==> src/rtl/msg_pkg.sv <==
// msg_pkg: shared definitions for the on-screen message controller.
//   - msgState_t : controller state encoding
//   - MSG_*      : message channel indices (higher index = higher priority)
//   - DEFAULT_STICKY_MASK : channels that latch until restart
package msg_pkg;

  typedef enum logic [1:0] {
    S_IDLE    = 2'd0,
    S_SHOW    = 2'd1,
    S_LATCHED = 2'd2
  } msgState_t;

  localparam int MSG_LEVEL_DONE = 0;
  localparam int MSG_LIFE_LOST  = 1;
  localparam int MSG_WIN        = 2;
  localparam int MSG_GAME_OVER  = 3;

  // Only game-over is sticky by default.
  localparam logic [3:0] DEFAULT_STICKY_MASK = 4'b1000;

endpackage

==> src/rtl/msg_prio_enc.sv <==
// msg_prio_enc: highest-set-bit priority encoder.
// Ports:
//   req   in  N     request vector
//   valid out 1     any request bit set
//   idx   out IDW   index of the highest set bit (0 when nothing is set)
module msg_prio_enc #(
  parameter int N   = 4,
  parameter int IDW = (N > 1) ? $clog2(N) : 1
) (
  input  logic [N-1:0]   req,
  output logic           valid,
  output logic [IDW-1:0] idx
);

  // Ascending scan: the last (highest) set bit seen overwrites the result.
  always_comb begin
    valid = 1'b0;
    idx   = '0;
    for (int i = 0; i < N; i++) begin
      if (req[i]) begin
        valid = 1'b1;
        idx   = IDW'(i);
      end
    end
  end

endmodule

==> src/rtl/message_ctrl.sv <==
// message_ctrl: prioritised on-screen message controller.
// Timed messages expire after HOLD_FRAMES startOfFrame pulses; sticky
// messages (STICKY_MASK) stay up and freeze the game until restart.
// Ports:
//   clk          in  1        system clock
//   resetN       in  1        asynchronous active-low reset
//   startOfFrame in  1        one-cycle pulse per frame (timer time-base)
//   msg_req      in  NUM_MSG  per-message request, level or pulse
//   restart      in  1        clears any shown message
//   msg_DR       out NUM_MSG  one-hot drawing request of the shown message
//   msg_active   out 1        a message is shown
//   msg_id       out IDW      index of the shown message, 0 when idle
//   freeze       out 1        a sticky message is shown
module message_ctrl
  import msg_pkg::*;
#(
  parameter int                   NUM_MSG     = 4,
  parameter int                   HOLD_FRAMES = 120,
  parameter logic [NUM_MSG-1:0]   STICKY_MASK = DEFAULT_STICKY_MASK,
  parameter int                   IDW         = (NUM_MSG > 1) ? $clog2(NUM_MSG) : 1
) (
  input  logic               clk,
  input  logic               resetN,
  input  logic               startOfFrame,
  input  logic [NUM_MSG-1:0] msg_req,
  input  logic               restart,
  output logic [NUM_MSG-1:0] msg_DR,
  output logic               msg_active,
  output logic [IDW-1:0]     msg_id,
  output logic               freeze
);

  localparam int TW = $clog2(HOLD_FRAMES + 1);
  localparam logic [TW-1:0] HOLD_LOAD = TW'(HOLD_FRAMES);

  msgState_t      stateReg, stateNext;
  logic [IDW-1:0] idReg, idNext;
  logic [TW-1:0]  timerReg, timerNext;

  logic           reqValid;
  logic [IDW-1:0] winIdx;

  msg_prio_enc #(
    .N   (NUM_MSG),
    .IDW (IDW)
  ) uPrioEnc (
    .req   (msg_req),
    .valid (reqValid),
    .idx   (winIdx)
  );

  always_ff @(posedge clk or negedge resetN) begin
    if (!resetN) begin
      stateReg <= S_IDLE;
      idReg    <= '0;
      timerReg <= '0;
    end else begin
      stateReg <= stateNext;
      idReg    <= idNext;
      timerReg <= timerNext;
    end
  end

  always_comb begin
    stateNext = stateReg;
    idNext    = idReg;
    timerNext = timerReg;

    if (restart) begin
      // Restart beats any same-cycle request.
      stateNext = S_IDLE;
      idNext    = '0;
      timerNext = '0;
    end else begin
      unique case (stateReg)
        S_IDLE: begin
          if (reqValid) begin
            stateNext = STICKY_MASK[winIdx] ? S_LATCHED : S_SHOW;
            idNext    = winIdx;
            timerNext = HOLD_LOAD;
          end
        end

        S_SHOW: begin
          // Preempt (higher) or re-trigger (same) wins over a same-cycle
          // expiry, so a held level keeps the message up without a gap.
          if (reqValid && (winIdx >= idReg)) begin
            stateNext = STICKY_MASK[winIdx] ? S_LATCHED : S_SHOW;
            idNext    = winIdx;
            timerNext = HOLD_LOAD;
          end else if (startOfFrame) begin
            if (timerReg == TW'(1)) begin
              stateNext = S_IDLE;
              idNext    = '0;
              timerNext = '0;
            end else if (timerReg != '0) begin
              timerNext = timerReg - TW'(1);
            end
          end
        end

        S_LATCHED: begin
          // Held until restart; requests and frames are ignored.
        end

        default: begin
          stateNext = S_IDLE;
          idNext    = '0;
          timerNext = '0;
        end
      endcase
    end
  end

  // idReg is forced to 0 whenever the controller goes idle, so it can be
  // driven out directly.
  assign msg_id     = idReg;
  assign msg_active = (stateReg != S_IDLE);
  assign freeze     = (stateReg == S_LATCHED);
  assign msg_DR     = msg_active ? (NUM_MSG'(1) << idReg) : '0;

endmodule
==> config.mk <==
export PLATFORM = sky130hd
export DESIGN_NAME = message_ctrl
export DESIGN_NICKNAME = d
export VERILOG_FILES = /design/src/rtl/msg_pkg.sv /design/src/rtl/msg_prio_enc.sv /design/src/rtl/message_ctrl.sv
export SDC_FILE = /design/constraint.sdc
export NUM_CORES = 1
export LEC_CHECK = 0
export CAP_MARGIN = 10
export CORE_UTILIZATION = 50
export CTS_CLUSTER_DIAMETER = 120
export CTS_CLUSTER_SIZE = 20
export DETAILED_ROUTE_END_ITERATION = 7
export PLACE_DENSITY_LB_ADDON = 0.05
export SYNTH_ARGS = -nofsm -noshare
export SYNTH_HDL_FRONTEND = slang
export SYNTH_SLANG_ARGS = --single-unit
export TNS_END_PERCENT = 5
==> constraint.sdc <==
create_clock -name clk -period 2.85 [get_ports clk]
set_clock_uncertainty 0.2 [all_clocks]
set_input_delay 0.57 -clock clk [delete_from_list [all_inputs] [get_ports clk]]
set_output_delay 0.57 -clock clk [all_outputs]
set_load 0.05 [all_outputs]
# Word level (Yosys, flattened, before mapping)
# Index checks and enable logic that the tools add are counted.
totals:
  inputBits: 8
  regBits: 11
  output_inout_bits: 8
  wordCells: 49
classes:
  add_sub_neg: 1
  reduce_logical: 6
  n_eq_ne: 8
  mux: 28
  n_lt_le_gt_ge: 2
  n_shift: 1
op_table:
  columns: ["cell", "n"]
  rows:
  - ["$mux W7", 6]
  - ["$mux W2", 11]
  - ["$pmux W7 S3", 1]
  - ["$pmux W2 S3", 2]
  - ["$ne A4 B4 Y1 const B", 2]
  - ["$reduce_and A4 Y1", 2]
  - ["$eq A7 B1 Y1 const B", 1]
  - ["$reduce_bool A7 Y1", 1]
  - ["$sub A7 B1 Y7 const B", 1]
  - ["$mux W1", 6]
  - ["$ne A5 B5 Y1 const B", 1]
  - ["$mux W4", 1]
  - ["$shl A1 B2 Y4 const A", 1]
  - ["$lt A2 B3 Y1 const B", 1]
  - ["$ne A3 B3 Y1 const B", 1]
  - ["$bmux W1 S2", 1]
  - ["$eq A2 B1 Y1 const B", 1]
  - ["$eq A2 B2 Y1 const B", 1]
  - ["$ge A2 B2 Y1", 1]
  - ["$logic_not A2 Y1", 1]
  - ["$ne A2 B2 Y1 const B", 1]
  - ["$reduce_bool A2 Y1", 1]
  - ["$logic_and A1 B1 Y1", 1]

# Depth between registers and ports, before layout
# Gate-level depths: netlist (run 1).
depth:
  word_depth: 9
  mapped_depth: 9
  mapped_depth_nobuf: 8

# Cells and area by module
# A second synthesis (run 1) with hierarchy kept.
hier_totals:
  cells_unflattened: 90
  area_unflattened_um2: 818.3
modules_own_cells:
  columns: ["mod", "area_each_um2", "instances", "cells_each", "seq_area_each_um2"]
  rows:
  - ["message_ctrl", 794.5, 1, 86, 275.3]
  - ["msg_prio_enc", 23.8, 1, 4, 0.0]

# Worst setup path after synthesis (run 1)
# Ideal clock, no wire load.
synth_timing:
  kind: "reg-to-reg"
  from: "register idReg[0] (netlist: msg_id[0])"
  to: "register timerReg[0]"
  t_required_ns: 2.525
  synth_period_minus_slack_ns: 2.762
  setup_slack_ns: 0.088
  arrival_time_ns: 2.437
  stages_incl_launch_ff: 8
  setup_time_ns: 0.125
  n_path_buf: 1
  cell_sequence: "dfrtp_1 > ha_1 > nand2b_1 > a211o_1 > o41ai_4 > or2_1 > buf_6 > mux2_4"
synth_via:
  elab_chain_cells: 5
  word_cells_on_any_way: 8
  classes_between: "order compare (1); eq/ne (2); mux (3); reduce/logical (2)"
synth_lines:
  columns: ["item", "line_no", "source"]
  rows:
  - ["from (decl)", "message_ctrl.sv:37", "logic [IDW-1:0] idReg, idNext;"]
  - ["from (signal assigned)", "message_ctrl.sv:59", "idReg <= idNext;"]
  - ["$ge A2 B2 Y1 (*)", "message_ctrl.sv:87", "if (reqValid && (winIdx >= idReg)) begin"]
  - ["$logic_and A1 B1 Y1 (*)", "message_ctrl.sv:87", null]
  - ["$mux W7", "message_ctrl.sv:87", null]
  - ["$pmux W7 S3", "message_ctrl.sv:75", "unique case (stateReg)"]
  - ["$mux W7", "message_ctrl.sv:69", "if (restart) begin"]
  - ["to (signal assigned)", "message_ctrl.sv:60", "timerReg <= timerNext;"]
  - ["to (decl)", "message_ctrl.sv:38", "logic [TW-1:0] timerReg, timerNext;"]
# Every way passes the cells marked *; elsewhere a longest branch is shown, timed or not.
# A chain may end at the register's enable or synchronous reset.

# Final worst setup path (run 1)
layout_timing:
  from: "input msg_req[3]"
  to: "register timerReg[0]"
layout_via:
  elab_chain_cells: 6
  word_cells_on_any_way: 11
  classes_between: "order compare (1); eq/ne (3); mux (5); reduce/logical (2)"
layout_lines:
  columns: ["item", "line_no", "source"]
  rows:
  - ["from (decl)", "message_ctrl.sv:25", "input logic [NUM_MSG-1:0] msg_req,"]
  - ["$mux W2", "msg_prio_enc.sv:20", "if (req[i]) begin"]
  - ["$ge A2 B2 Y1", "message_ctrl.sv:87", null]
  - ["$logic_and A1 B1 Y1", "message_ctrl.sv:87", null]
  - ["$mux W7", "message_ctrl.sv:87", null]
  - ["$pmux W7 S3", "message_ctrl.sv:75", null]
  - ["$mux W7", "message_ctrl.sv:69", null]
# Parallel ways exist; a longest one is shown, timed or not.

==> impl_metrics.csv, run 1 <==
group,metric,value,unit
outcome,status,"complete, no violations",
finish,final_core_util,0.737,
floorplanning,initial_utilization,0.564,
placed_design,place.port_buffers,15,
finish,final-instance-count-excl-fill,139,
synth,cell_type_with_the_largest_total_area_after_synthesis,"sky130_fd_sc_hd__dfrtp_1",
detailed_routing,wl_met2,878,um
synth,synth.top_cells.by_area,"sky130_fd_sc_hd__dfrtp_1 (31%), sky130_fd_sc_hd__ha_1 (7.0%), sky130_fd_sc_hd__o31ai_1 (6.8%), sky130_fd_sc_hd__inv_1 (4.2%), sky130_fd_sc_hd__a21oi_1 (3.9%)",
synth,ys_top_cells_by_count,"sky130_fd_sc_hd__dfrtp_1 (11), sky130_fd_sc_hd__inv_1 (10), sky130_fd_sc_hd__nor2_1 (8), sky130_fd_sc_hd__o31ai_1 (8)",
power_and_ir_drop,power_report.internal_total,0.327,mW
synth,yosysWarningCount,0,
detailed_routing,wl_met1,927,um
power_and_ir_drop,clock_share_of_power,0.195,
power_and_ir_drop,p_seq_frac,0.385,
detailed_routing,postRouteAntennaNets,0,
setup_path,cp_data_required_time,2.81,ns
run,cap_viol_max_count,0,
detailed_routing,routed_wl,1930,um
placed_design,dp.final_hpwl,1490,um
detailed_routing,drt_pre_antenna_iters,8,
setup_path,timing.critical_path.arrival,2.72,ns
timing,whs,0.344,ns
synth,synth_area_per_cell,9.17,um2
placed_design,dp_slack,-0.279,ns
floorplanning,fp.dieArea,1950,um2
timing,final-max-slew-violation-count,0,
floorplanning,core_area,1580,um2
clock_network,clock_sinks,11,
hold_path,hold_path_startpoint,"timerReg[1]$_DFFE_PN0P_",
floorplanning,die_h,44.2,um
global_routing,grt_max_degree,12,
power_and_ir_drop,power_switching,0.221,mW
detailed_routing,top_layer_used,"met4",
setup_path,setup.worst_path.end_class,"register",
finish,area_delta_synth_final,30.5,%
setup_path,reg2reg_from,"msg_id[0]$_DFFE_PN0P_",
synth,async_reset_ff_frac,1.00,
floorplanning,fp.dieW,44.2,um
timing,unrepaired_setup_endpoints_after_global_routing,"false",
finish,layout.nets,137,
synth,synthesis.instances,97,
power_and_ir_drop,power_frac_comb,0.419,
global_routing,grt_pass1_vias,812,
power_and_ir_drop,power.ir.vdd_worst,0.301,mV
clock_network,ctsHtreeMaxLevel,1,
synth,synth_edf_count,0,
floorplanning,ioPinCount,16,
timing,transition_time_of_the_tightest_slew_check_pin,0.504,ns
finish,n_antenna_cell,0,
timing,max_slew_headroom,0.663,
clock_network,tritoncts_clock_tree,"done",
timing,fmax,363,MHz
synth,yosysUniqueCellTypes,38,
clock_network,root_buffer,"sky130_fd_sc_hd__clkbuf_4",
synth,synth.net_count,110,
placed_design,placed_cells,135,
synth,postSynth.topFlopCell,"sky130_fd_sc_hd__dfrtp_1",
power_and_ir_drop,power_per_cell_area,472,nW/um2
detailed_routing,detailroute.wirelength.met3,84,um
synth,seq_area_frac_synth,0.309,
setup_path,timing_worst_setup_path_type,"in2reg",
global_routing,number_of_antenna_violations_at_the_first_check_in_global_routing,0,
timing,layout_setup_ws,0.0917,ns
detailed_routing,drt_iter0_drc,35,
setup_path,critPathLaunch,"msg_req[3]",
setup_path,worst_setup_path_start_kind,"input pin",
clock_network,clock_tree_buffer_depth,2,
clock_network,worst_skew_late_latency,0.27,ns
hold_path,min_path_type,"reg2reg",
global_routing,grt.overflow.total,0,
floorplanning,placement_rows,14,
power_and_ir_drop,power.switching_fraction,0.403,
timing,finalCriticalPeriod,2.76,ns
setup_path,r2r_setup_slack,0.56,ns
synth,yosys.cell_count.top_type,"sky130_fd_sc_hd__dfrtp_1",
synth,yosysTopAreaCellShare,0.309,
detailed_routing,drt-vias-per-instance,6.28,
clock_network,tritoncts.num_buffers,3,
global_routing,first_pass_grt_wire_length,3460,um
setup_path,critPathMaxFanout,5,
synth,syn-cell-area,890,um2
timing,final_report_hold_violation_count,0,
detailed_routing,route.vias.total,873,
clock_network,ctsHoldBuffers,0,
timing,setup_viol,0,
clock_network,clkSlewWorstSetupHoldPaths,0.07,ns
placed_design,gpl.final_weighted_congestion,0.889,
global_routing,grt_usage,0.243,
timing,period_share,0.968,
power_and_ir_drop,power_leakage,0.549,nW
detailed_routing,wl_per_cell,13.9,um
finish,drive_gt1_frac,0.203,
detailed_routing,detail_route.drc_violations,0,
synth,number_of_flip_flops_and_latches_in_the_synthesized_netlist,11,
worst max-delay path, stage by stage:
cell                              delay, ns
sky130_fd_sc_hd__clkdlybuf4s50_1       0.47
sky130_fd_sc_hd__or2_2                 0.32
sky130_fd_sc_hd__ha_1                  0.29
sky130_fd_sc_hd__a211o_4               0.37
sky130_fd_sc_hd__o41ai_4               0.22
sky130_fd_sc_hd__or2_1                 0.18
sky130_fd_sc_hd__mux2_4                0.30
cells in the final DEF (no fill, tap or decap), drive strengths merged, types with 2 or more instances in the layout:
cell type      instances
nand2                  5
clkbuf                 4
nor4                   2
nor2                   8
dlymetal6s2s           3
nor3                   7
inv                   10
o41ai                  3
o21ai                  5
o31ai                  8
or2                    4
a211oi                 2
ha                     5
a21oi                  7
dfrtp                 11
clkdlybuf4s50         12
nand2b                 2
buf                   10
metrics by stage:
step	instance area, um2	TNS, ns	total power, mW
3_3_place_gp	1110	-1.59	0.436
4_1_cts	1140	0	0.549
3_5_place_dp	1110	-2.25	0.441
5_1_grt	1160	0	0.584
2_1_floorplan	890	0	0.363
6_report	1160	0	0.548
registers in the layout, summed over array words and instances (netlist names):
signal,flops
timerReg,7
stateReg,2
msg_id,2
repair_timing:
action | 4_1_cts | 5_1_grt
buffers inserted | 0 | 0
gates resized for setup | 0 | 5
endpoints found under the setup margin | 0 | 12
power by group through the flow:
| stage | sequential, mW | combinational [mW] | clock (mW) |
|---|---|---|---|
| finish | 0.211 | 0.230 | 0.107 |
| floorplan | 0.219 | 0.144 | 0 |
| global route | 0.216 | 0.251 | 0.117 |
| CTS | 0.210 | 0.227 | 0.111 |
| detailed placement | 0.213 | 0.227 | 0 |
| global placement | 0.213 | 0.224 | 0 |
path summary, 6_finish.rpt:
kind / endpoint / cells past startpoint
min in group asynchronous: msg_id[0]$_DFFE_PN0P_ / 1
max: timerReg[0]$_DFFE_PN0P_ / 7
min reg2reg: timerReg[1]$_DFFE_PN0P_ / 2
max reg2reg: timerReg[0]$_DFFE_PN0P_ / 6
min: timerReg[1]$_DFFE_PN0P_ / 2
max in group asynchronous: stateReg[1]$_DFFE_PN0P_ / 1
cell type report:
class,count,area (um2)
Multi-Input combinational cell,73,569
Fill cell,116,415
Sequential cell,11,275
Timing Repair Buffer,25,233
Inverter,10,37.5
Clock buffer,4,26.3
Tap cell,16,20.0
per-layer routing:
metal  track usage  vias to the layer above
met2         0.365                       25
met5             0                        -
met3        0.0490                        5
met1         0.335                      426
met4         0.115                        0
li1              -                      417
cell families after synthesis:
logic type / Yosys count / share of synthesized area
AOI/OAI and AO/OA: 33 / 0.312
adders and majority gates: 5 / 0.0703
buffers and inverters: 13 / 0.0647
DFF: 11 / 0.309
muxes: 1 / 0.0169
and+or+nand+nor: 34 / 0.226
(Power assumes the default switching activity.)
==> run 2, diff against run 1 <==
--- a/config.mk
+++ b/config.mk
@@ -6,6 +6,7 @@
 export NUM_CORES = 1
 export LEC_CHECK = 0
 export CAP_MARGIN = 10
+export CORE_MARGIN = 1.5
 export CORE_UTILIZATION = 50
 export CTS_CLUSTER_DIAMETER = 120
 export CTS_CLUSTER_SIZE = 20
==> impl_metrics.csv, run 2 (same netlist as run 1, synthesis figures left out) <==
group,metric,value,unit
outcome,status,"complete, no violations",
clock_network,clkSlewWorstSetupHoldPaths,0.07,ns
power_and_ir_drop,power_per_cell_area,463,nW/um2
setup_path,r2r_setup_slack,0.56,ns
global_routing,grt.overflow.total,0,
finish,most-common-layout-cells,"sky130_fd_sc_hd__buf_4 (12), sky130_fd_sc_hd__clkdlybuf4s50_1 (11), sky130_fd_sc_hd__dfrtp_1 (11), sky130_fd_sc_hd__inv_1 (10)",
clock_network,tritoncts_clock_tree,"done",
detailed_routing,top_layer_used,"met4",
detailed_routing,drt_iter0_drc,14,
power_and_ir_drop,power.ir.vdd_worst,0.395,mV
floorplanning,fp.dieArea,2040,um2
detailed_routing,routed_wl,2050,um
global_routing,number_of_antenna_violations_at_the_first_check_in_global_routing,0,
timing,final_report_hold_violation_count,0,
hold_path,whs_endpoint,"timerReg[1]$_DFFE_PN0P_",
timing,period_share,0.946,
setup_path,setup.worst_path.end_class,"register",
timing,transition_time_of_the_tightest_slew_check_pin,0.503,ns
timing,max_slew_headroom,0.663,
detailed_routing,wl_met2,1050,um
setup_path,crit-reg2reg-capture,"timerReg[1]$_DFFE_PN0P_",
finish,area_delta_synth_final,32.8,%
setup_path,cp_top_family,"compound AO/OA/AOI/OAI gates",
detailed_routing,detail_route.drc_violations,0,
setup_path,critical_path.cell_chain,"clkdlybuf4s50_1 > a21oi_2 > ha_1 > nand2b_1 > a211o_4 > buf_4 > and2_2 > o41ai_1",
floorplanning,placement_rows,15,
setup_path,critPathMaxFanout,9,
global_routing,grt_pass1_vias,817,
finish,layout.nets,139,
run,cap_viol_max_count,0,
setup_path,timing_worst_setup_path_type,"in2reg",
floorplanning,initial_utilization,0.527,
floorplanning,core_area,1690,um2
timing,finalCriticalPeriod,2.70,ns
setup_path,timing.critical_path.arrival,2.66,ns
detailed_routing,route.vias.total,851,
finish,mostFrequentLayoutCell,"sky130_fd_sc_hd__buf_4",
clock_network,clock_sinks,11,
setup_path,worst_setup_path_start_kind,"input pin",
setup_path,cp_data_required_time,2.81,ns
setup_path,reg2reg_from,"msg_id[0]$_DFFE_PN0P_",
clock_network,clock_tree_buffer_depth,2,
detailed_routing,wl_met1,877,um
finish,drive_gt1_frac,0.224,
detailed_routing,drt_pre_antenna_iters,4,
global_routing,first_pass_grt_wire_length,3450,um
timing,whs,0.343,ns
timing,fmax,371,MHz
power_and_ir_drop,power_leakage,0.568,nW
finish,largest-register,"timerReg",
floorplanning,die_h,45.2,um
finish,n_antenna_cell,0,
setup_path,critical_path_max_stage_delay,0.44,ns
setup_path,slowest_stage,"sky130_fd_sc_hd__clkdlybuf4s50_1",
clock_network,ctsHoldBuffers,0,
detailed_routing,wl_per_cell,14.5,um
finish,area_occupied_by_multi_input_gates,571,um2
clock_network,root_buffer,"sky130_fd_sc_hd__clkbuf_4",
clock_network,tritoncts.num_buffers,3,
finish,largest_reg_flops,7,
setup_path,rr_worst_depth,6,
finish,seq_area,275,um2
hold_path,min_path_type,"reg2reg",
hold_path,worstHoldPathCells,2,
clock_network,ctsHtreeMaxLevel,1,
detailed_routing,detailroute.wirelength.met3,95,um
global_routing,grt_max_degree,12,
placed_design,place.port_buffers,15,
placed_design,gpl.final_weighted_congestion,0.854,
power_and_ir_drop,power.total,0.547,mW
timing,setup_viol,0,
placed_design,dp.final_hpwl,1580,um
timing,final-max-slew-violation-count,0,
finish,fill_cells,138,
detailed_routing,postRouteAntennaNets,0,
setup_path,critical_path.n_buffers_inverters,2,
floorplanning,fp.dieW,45.2,um
detailed_routing,drt-vias-per-instance,5.99,
hold_path,hold_path_startpoint,"timerReg[1]$_DFFE_PN0P_",
timing,unrepaired_setup_endpoints_after_global_routing,"false",
floorplanning,ioPinCount,16,
clock_network,worst_skew_late_latency,0.27,ns
global_routing,grt_usage,0.227,
-- run 2: cell count changes in the layout (fill, tap and decap cells not counted) --
cell                              previous run  this run
sky130_fd_sc_hd__buf_4                      10        12
sky130_fd_sc_hd__and2_1                      1         0
sky130_fd_sc_hd__and2_2                      0         1
sky130_fd_sc_hd__clkdlybuf4s50_1            12        11
sky130_fd_sc_hd__dlymetal6s2s_1              3         4
-- run 2: area by class of cell --
cell class,instances,area share
timing repair buffer,27,0.212
inverter,10,0.0318
sequential,11,0.233
multi-input combinational,73,0.483
tap,17,0.0180
clock buffer,4,0.0222
-- run 2: report_power, final --
part           internal [mW]  leakage [nW]  total (mW)  switching [mW]
logic                 0.0980         0.412       0.234           0.136
clock network         0.0541        0.0150       0.104          0.0495
registers              0.177         0.142       0.210          0.0326
total                  0.329         0.568       0.547           0.218
-- run 2: worst max path at each step --
| stage | start | to | slack [ns] | depth (start not counted) |
|---|---|---|---|---|
| detailed placement | msg_req[2] | timerReg[1]$_DFFE_PN0P_ | -0.30 | 9 |
| CTS | msg_req[2] | timerReg[0]$_DFFE_PN0P_ | 0.02 | 9 |
| floorplan | msg_id[0]$_DFFE_PN0P_ | timerReg[0]$_DFFE_PN0P_ | 0.09 | 7 |
| global placement | msg_req[2] | timerReg[1]$_DFFE_PN0P_ | -0.25 | 9 |
| global route | msg_req[1] | timerReg[0]$_DFFE_PN0P_ | 0.06 | 8 |
| finish | msg_req[1] | timerReg[1]$_DFFE_PN0P_ | 0.15 | 8 |
-- run 2: per-layer routing --
layer / up-vias / track usage
met5: - / 0
met4: 0 / 0.106
met3: 5 / 0.0160
met2: 26 / 0.383
met1: 406 / 0.294
li1: 414 / -
-- run 2: worst min-delay path: stages, from the launching register on --
cell                      delay, ns
sky130_fd_sc_hd__dfrtp_1       0.36
sky130_fd_sc_hd__o21ai_0       0.09
sky130_fd_sc_hd__o41ai_1       0.06
-- run 2: repair_timing --
action,4_1_cts,5_1_grt
setup endpoints to repair,3,12
buffers inserted,0,0
pin swaps,1,2
resized for setup,2,5
-- run 2: stage by stage --
step	TNS (ns)	worst slack (ns)	cell area [um2]	std cells	util
after CTS	0	0.0177	1170	142	0.691
after global routing	0	0.0638	1180	142	0.699
after global placement	-2.07	-0.246	1130	138	0.670
after floorplan	0	0.0877	890	97	-
after detailed placement	-2.50	-0.304	1130	138	0.670
final	0	0.153	1180	142	0.699
